--- src/rtl/clk_switch_ctrl_if.sv ---
// Signal bundle between the CPU clock-switch controller and its surroundings:
// raw switch/jumper/strobe inputs and the DCS select / turbo outputs.
interface clk_switch_ctrl_if;
  logic       SW1;
  logic       JP2;
  logic       JP3;
  logic       JP4;
  logic       AS_CPU_n;
  logic [3:0] CLKSEL0;
  logic [3:0] CLKSEL1;
  logic       BANK_SEL;
  logic       TURBO_EN;
  logic       BUSY;

  modport master (
    output SW1, JP2, JP3, JP4, AS_CPU_n,
    input  CLKSEL0, CLKSEL1, BANK_SEL, TURBO_EN, BUSY
  );

  modport slave (
    input  SW1, JP2, JP3, JP4, AS_CPU_n,
    output CLKSEL0, CLKSEL1, BANK_SEL, TURBO_EN, BUSY
  );
endinterface

--- src/rtl/clk_switch_ctrl.sv ---
// CPU clock-switch controller: synchronises and debounces SW1/JP2-4, then applies
// a new DCS selection only while the bus is idle and the CPU is parked on C7M.
module clk_switch_ctrl #(
  parameter int DB_W            = 16,
  parameter int DEBOUNCE_CYCLES = 7090,
  parameter int IDLE_CYCLES     = 2,
  parameter int SETTLE_CYCLES   = 8
) (
  input  logic              C7M,
  input  logic              RESET,
  clk_switch_ctrl_if.slave  bus
);

  localparam int IC_W = $clog2(IDLE_CYCLES + 1);
  localparam int SC_W = $clog2(SETTLE_CYCLES + 1);
  localparam logic [DB_W-1:0] DB_LAST = DB_W'(DEBOUNCE_CYCLES - 1);
  localparam logic [DB_W-1:0] DB_PRE  = DB_W'(DEBOUNCE_CYCLES - 2);

  typedef enum logic [2:0] {
    S_IDLE, S_WAIT_BUS, S_PARK, S_SELECT, S_SETTLE
  } state_e;

  typedef struct packed {
    logic       turbo;
    logic [2:0] code;
  } sel_t;

  // Synchronisers: bits are {SW1, JP2, JP3, JP4, AS_CPU_n}.
  logic [4:0] sync1_q, sync2_q;

  // NOTE: sequential state always uses non-blocking assignments so every flop
  // samples the pre-edge value of its neighbours, whatever the statement order.
  always_ff @(posedge C7M or posedge RESET) begin
    if (RESET) begin
      sync1_q <= 5'b1_000_1;
      sync2_q <= 5'b1_000_1;
    end else begin
      sync1_q <= {bus.SW1, bus.JP2, bus.JP3, bus.JP4, bus.AS_CPU_n};
      sync2_q <= sync1_q;
    end
  end

  logic [3:0] vec_s;
  logic       bus_idle_s;
  assign vec_s      = sync2_q[4:1];
  assign bus_idle_s = sync2_q[0];

  logic [3:0]      last_q, acc_q;
  logic [DB_W-1:0] db_cnt_q;

  always_ff @(posedge C7M or posedge RESET) begin
    if (RESET) begin
      last_q   <= 4'b1_000;
      acc_q    <= 4'b1_000;
      db_cnt_q <= '0;
    end else begin
      last_q <= vec_s;
      if (vec_s != last_q) begin
        db_cnt_q <= '0;
      end else if (db_cnt_q != DB_LAST) begin
        db_cnt_q <= db_cnt_q + 1'b1;
      end
      // Accept on the edge where the run length reaches DEBOUNCE_CYCLES-1.
      if (vec_s == last_q && db_cnt_q == DB_PRE) begin
        acc_q <= vec_s;
      end
    end
  end

  sel_t target;
  assign target = '{turbo: ~acc_q[3], code: acc_q[2:0]};

  state_e          state_q, state_d;
  sel_t            applied_q, applied_d;
  logic [IC_W-1:0] idle_cnt_q, idle_cnt_d;
  logic [SC_W-1:0] settle_cnt_q, settle_cnt_d;
  logic [3:0]      clksel0_q, clksel0_d, clksel1_q, clksel1_d;
  logic            bank_q, bank_d, turbo_q, turbo_d, busy_q, busy_d;

  always_ff @(posedge C7M or posedge RESET) begin
    if (RESET) state_q <= S_IDLE;
    else       state_q <= state_d;
  end

  // NOTE: every always_comb output gets a default first, so no path leaves it
  // unassigned and no latch is inferred.
  always_comb begin
    state_d = state_q;
    case (state_q)
      S_IDLE:     if (target != applied_q) state_d = S_WAIT_BUS;
      S_WAIT_BUS: begin
        if (target == applied_q) begin
          state_d = S_IDLE;
        end else if (bus_idle_s && idle_cnt_q == IC_W'(IDLE_CYCLES - 1)) begin
          state_d = S_PARK;
        end
      end
      S_PARK:     state_d = S_SELECT;
      S_SELECT:   state_d = S_SETTLE;
      S_SETTLE:   if (settle_cnt_q == SC_W'(SETTLE_CYCLES - 1)) state_d = S_IDLE;
      default:    state_d = S_IDLE;
    endcase
  end

  always_comb begin
    applied_d    = applied_q;
    idle_cnt_d   = idle_cnt_q;
    settle_cnt_d = settle_cnt_q;
    clksel0_d    = clksel0_q;
    clksel1_d    = clksel1_q;
    bank_d       = bank_q;
    turbo_d      = turbo_q;
    busy_d       = busy_q;
    case (state_q)
      S_IDLE: begin
        idle_cnt_d = '0;
        if (target != applied_q) busy_d = 1'b1;
      end
      S_WAIT_BUS: begin
        idle_cnt_d = bus_idle_s ? idle_cnt_q + 1'b1 : '0;
        if (target == applied_q) busy_d = 1'b0;
      end
      S_PARK: turbo_d = 1'b0;
      S_SELECT: begin
        // Only the addressed bank's select moves; the other DCS keeps its clock.
        applied_d    = target;
        settle_cnt_d = '0;
        bank_d       = target.code[2];
        if (target.code[2]) clksel1_d = 4'b0001 << target.code[1:0];
        else                clksel0_d = 4'b0001 << target.code[1:0];
      end
      S_SETTLE: begin
        settle_cnt_d = settle_cnt_q + 1'b1;
        if (settle_cnt_q == SC_W'(SETTLE_CYCLES - 1)) begin
          turbo_d = applied_q.turbo;
          busy_d  = 1'b0;
        end
      end
      default: ;
    endcase
  end

  always_ff @(posedge C7M or posedge RESET) begin
    if (RESET) begin
      applied_q    <= '{turbo: 1'b0, code: 3'b000};
      idle_cnt_q   <= '0;
      settle_cnt_q <= '0;
      clksel0_q    <= 4'b0001;
      clksel1_q    <= 4'b0001;
      bank_q       <= 1'b0;
      turbo_q      <= 1'b0;
      busy_q       <= 1'b0;
    end else begin
      applied_q    <= applied_d;
      idle_cnt_q   <= idle_cnt_d;
      settle_cnt_q <= settle_cnt_d;
      clksel0_q    <= clksel0_d;
      clksel1_q    <= clksel1_d;
      bank_q       <= bank_d;
      turbo_q      <= turbo_d;
      busy_q       <= busy_d;
    end
  end

  assign bus.CLKSEL0  = clksel0_q;
  assign bus.CLKSEL1  = clksel1_q;
  assign bus.BANK_SEL = bank_q;
  assign bus.TURBO_EN = turbo_q;
  assign bus.BUSY     = busy_q;

endmodule

--- src/flat_wrapper.sv ---
// flat-port wrapper written by rule: the top's interface ports become plain ports
module clk_switch_ctrl_flat 
#(
  parameter int DB_W            = 16,
  parameter int DEBOUNCE_CYCLES = 7090,
  parameter int IDLE_CYCLES     = 2,
  parameter int SETTLE_CYCLES   = 8
)
  (C7M, RESET, bus_SW1, bus_JP2, bus_JP3, bus_JP4, bus_AS_CPU_n, bus_CLKSEL0, bus_CLKSEL1, bus_BANK_SEL, bus_TURBO_EN, bus_BUSY);
  clk_switch_ctrl_if bus_i ();
  input  logic C7M;
  input  logic RESET;
  input wire logic [$bits(bus_i.SW1)-1:0] bus_SW1;
  input wire logic [$bits(bus_i.JP2)-1:0] bus_JP2;
  input wire logic [$bits(bus_i.JP3)-1:0] bus_JP3;
  input wire logic [$bits(bus_i.JP4)-1:0] bus_JP4;
  input wire logic [$bits(bus_i.AS_CPU_n)-1:0] bus_AS_CPU_n;
  output wire logic [$bits(bus_i.CLKSEL0)-1:0] bus_CLKSEL0;
  output wire logic [$bits(bus_i.CLKSEL1)-1:0] bus_CLKSEL1;
  output wire logic [$bits(bus_i.BANK_SEL)-1:0] bus_BANK_SEL;
  output wire logic [$bits(bus_i.TURBO_EN)-1:0] bus_TURBO_EN;
  output wire logic [$bits(bus_i.BUSY)-1:0] bus_BUSY;
  assign bus_i.SW1 = bus_SW1;
  assign bus_i.JP2 = bus_JP2;
  assign bus_i.JP3 = bus_JP3;
  assign bus_i.JP4 = bus_JP4;
  assign bus_i.AS_CPU_n = bus_AS_CPU_n;
  assign bus_CLKSEL0 = bus_i.CLKSEL0;
  assign bus_CLKSEL1 = bus_i.CLKSEL1;
  assign bus_BANK_SEL = bus_i.BANK_SEL;
  assign bus_TURBO_EN = bus_i.TURBO_EN;
  assign bus_BUSY = bus_i.BUSY;
  clk_switch_ctrl #(.DB_W(DB_W), .DEBOUNCE_CYCLES(DEBOUNCE_CYCLES), .IDLE_CYCLES(IDLE_CYCLES), .SETTLE_CYCLES(SETTLE_CYCLES)) u_core (.C7M(C7M), .RESET(RESET), .bus(bus_i));
endmodule
--- config.mk ---
export PLATFORM = sky130hd
export DESIGN_NAME = clk_switch_ctrl_flat
export DESIGN_NICKNAME = d
export VERILOG_FILES = /design/src/rtl/clk_switch_ctrl_if.sv /design/src/rtl/clk_switch_ctrl.sv /design/src/flat_wrapper.sv
export SDC_FILE = /design/constraint.sdc
export NUM_CORES = 1
export LEC_CHECK = 0
export CAP_MARGIN = 30
export CORE_MARGIN = 2
export CORE_UTILIZATION = 30
export CTS_CLUSTER_SIZE = 40
export DETAILED_ROUTE_END_ITERATION = 12
export PLACE_DENSITY = 0.48
export SLEW_MARGIN = 0
export SYNTH_ARGS = -nofsm -noshare
export SYNTH_HDL_FRONTEND = slang
export SYNTH_SLANG_ARGS = --single-unit
--- constraint.sdc ---
create_clock -name C7M -period 3.1 [get_ports C7M]
set_clock_uncertainty 0.05 [all_clocks]
set_input_delay 0.93 -clock C7M [delete_from_list [all_inputs] [get_ports C7M]]
set_output_delay 0.93 -clock C7M [all_outputs]
set_load 0.005 [all_outputs]
==> results.ini <==
[global_route]
grt_overflow = 0
grt.met2_usage = 0.182
grtUsageTotal = 0.117
met1_track_demand_over_resource_in_global_routing = 0.145
pin_count_of_the_biggest_net_entering_global_routing = 29
gr-usage-met3 = 0.0545
gr-max-usage-layer = met2
grt_antenna_before_repair = 0
first_global_vias = 1720
grt_pass1_wl_um = 7980

[critical_path]
crit_arrival_ns = 2.52
worstSetupStartpointType = flop
worstRegToRegCells = 4
path_max_fanout = 6
critical_path_required_ns = 3.27
critical_path_depth = 4
critical_path_buf_inv_count = 0
cell_type_with_the_highest_occurrence_count_on_the_critical_path = or4_1
crit_slowest_cell = or4_1
path_cells = or4_1 -> or4_1 -> or3_4 -> mux2_4
timing.critical_path.to_type = flop
crit_type = flop to flop
crit_path_max_incr_delay_ns = 0.55
critical_path.top_delay_family = simple AND/OR/NAND/NOR gates

[sta]
maxSlewViolCount = 0
fmax_mhz = 425
tightest_slew_ns = 0.645
grt_setup_unrepaired = no
post-route-worst-setup-slack_ns = 0.745
post_route_clock_period_utilization = 0.760
min_cycle_time_layout_ns = 2.35
finalSetupTns_ns = 0
report.final.setup_viol = 0
max-slew-margin-rel = 0.566
report.final.hold_viol_count = 0

[final_layout]
finish.net_count = 266
layout.cell_area.non_filler_sq_um = 3010
layout.cells.most_common = dfrtp_1
final-seq-area_sq_um = 1440
final_cells = 364
multiInputGateArea_sq_um = 970
areaGrowthSynthToFinish_pct = 20.6
final_cell_mix = dfrtp_1 (49), nor2_1 (20), nand2_1 (18), o21ai_0 (18)
drive_gt1_frac = 0.139
nFillCells = 784
insertedDiodeCount = 0

[route]
wirelength_um = 4480
route.vias.total = 1700
drtIter0Drc = 67
firstDrtPassIters = 4
detail_route.wl_per_cell_um = 12.3
vias_per_cell = 4.67
drtAntennaViolNets = 0
drt_drc_violations_left = 0

[flow_run]
max_cap_viol_count = 0

[outcome]
status = complete, no violations

[synth]
syn-instance-count = 232
yosysSeqAreaShare = 0.576
syn_area_sq_um = 2490
synth.ff_latch_count = 57
syn-num-nets = 244
syn_area_per_cell_sq_um = 10.7
ys_types = 36
ys_warn_count = 0

[power_and_ir_drop]
power.static_leakage_nw = 1.20
pwr_density_cell_nw_per_um2 = 642
irDropWorstVdd_uv = 293
power.total_mw = 1.93

[clock_tree]
post_cts_resize_count = 0
post_cts_setup_buffer_count = 0
cts_inserted_buffers = 9
cts_buffer_depth = 2
clk-insertion-delay-late_ns = 0.33
ctsHoldBuffers = 0
cts_tree = yes
cts-root-buf = clkbuf_8
clkSlewWorstSetupHoldPaths_ns = 0.07
cts.htree.levels = 3
cts_num_sinks = 57

[floorplanning]
rows = 33
floorplan.die.height_um = 95.2
floorplan.die_area_sq_um = 9060
floorplan.core_area_sq_um = 8130
io-pin-count = 18
floorplan.initialDensity = 0.307
die_w_um = 95.2

[placement]
gp_congestion = 0.726
dp_hpwl_um = 3020
port_buffers = 17
pre_cts_ws_ns = 0.750
placedCellCount = 348
place_area_sq_um = 2790

[worst_hold_path]
hold_class = flop to flop
timing.hold.worst_path_depth = 0

where the power goes:
group          leakage, nW  total (mW)  internal, mW  switching [mW]
Combinational        0.355       0.261         0.126           0.135
Clock                0.109       0.759         0.452           0.308
Sequential           0.739       0.910         0.820          0.0892
worst reg2reg max path: cells and delay by family, from the launching register on:
family,cells,cell delay [ns]
flops,1,0.42
mux,1,0.31
simple gates,3,1.46
per-stage QoR:
stage	utilization	hold WS [ns]
6_report	0.370	0.298
5_1_grt	0.370	0.309
4_1_cts	0.370	0.301
3_5_place_dp	0.343	0.285
3_3_place_gp	0.343	0.284
2_1_floorplan	-	0.281
state kept, by name (all words and copies together) (netlist names):
name and cells:
u_core.acc_q 4, u_core.last_q 4, u_core.settle_cnt_q 4, u_core.bus.CLKSEL0 4, u_core.bus.CLKSEL1 4, u_core.db_cnt_q 16
u_core.sync2_q 5, u_core.bus.TURBO_EN 1, u_core.idle_cnt_q 2, u_core.sync1_q 5, u_core.applied_q 4, u_core.bus.BUSY 1
u_core.state_q 3
cells in the mapped netlist, drive strengths merged:
cell,n,share of area
dfrtp,49,0.49
a21boi,2,0.0060
nor4,5,0.013
xor2,2,0.0070
o41ai,3,0.011
dfstp,8,0.084
nand3,10,0.020
o31ai,5,0.015
or3,5,0.015
nand4b,1,0.0035
or3b,1,0.0035
nor3,5,0.010
or4b,1,0.0040
nand4,6,0.015
and3b,1,0.0035
mux2i,1,0.0040
ha,5,0.025
o21ai,18,0.036
nand2,18,0.027
and3,1,0.0025
clkbuf,6,0.0090
buf,3,0.0080
a41oi,1,0.0035
or2,1,0.0025
or4,3,0.0090
a21oi,13,0.026
o22ai,2,0.0050
a211oi,1,0.0030
xnor2,17,0.060
nor2b,1,0.0025
mux2,4,0.024
or2b,1,0.0030
nor2,20,0.030
inv,12,0.018
cell type report:
type                            count  share of cell area
Sequential cell                    57               0.478
Inverter                           12              0.0150
Timing Repair Buffer               20              0.0682
Clock buffer                        9              0.0412
Tap cell                          105              0.0437
Multi-Input combinational cell    154               0.323
Clock inverter                      7              0.0316
path summary, 6_finish.rpt:
kind                                         start                     to  slack (ns)
max in group asynchronous                    RESET  u_core.bus.CLKSEL0[0]        1.53
worst min register to register   u_core.sync1_q[3]      u_core.sync2_q[3]        0.30
min in group asynchronous                    RESET     u_core.db_cnt_q[9]        0.89
worst min-delay path             u_core.sync1_q[3]      u_core.sync2_q[3]        0.30
worst max register to register  u_core.db_cnt_q[2]        u_core.acc_q[2]        0.75
worst max-delay path            u_core.db_cnt_q[2]        u_core.acc_q[2]        0.75
routing by layer:
metal	share of wire	up-vias
met3	0.042	5
met4	0.0080	0
li1	-	855
met1	0.48	812
met2	0.47	28
met5	0	-
kinds of logic (layout without fill, tap and decap cells):
| family | after synthesis | after routing | share of synthesized area |
|---|---|---|---|
| AO/OA/AOI/OAI | 45 | 45 | 0.105 |
| XOR/XNOR | 19 | 19 | 0.0667 |
| adder cells (fa/ha/maj) | 5 | 5 | 0.0251 |
| buffers and inverters | 21 | 48 | 0.0351 |
| flip-flops | 57 | 57 | 0.576 |
| multiplexers | 5 | 5 | 0.0281 |
| AND/OR/NAND/NOR | 80 | 80 | 0.164 |
(Power assumes the default switching activity.)
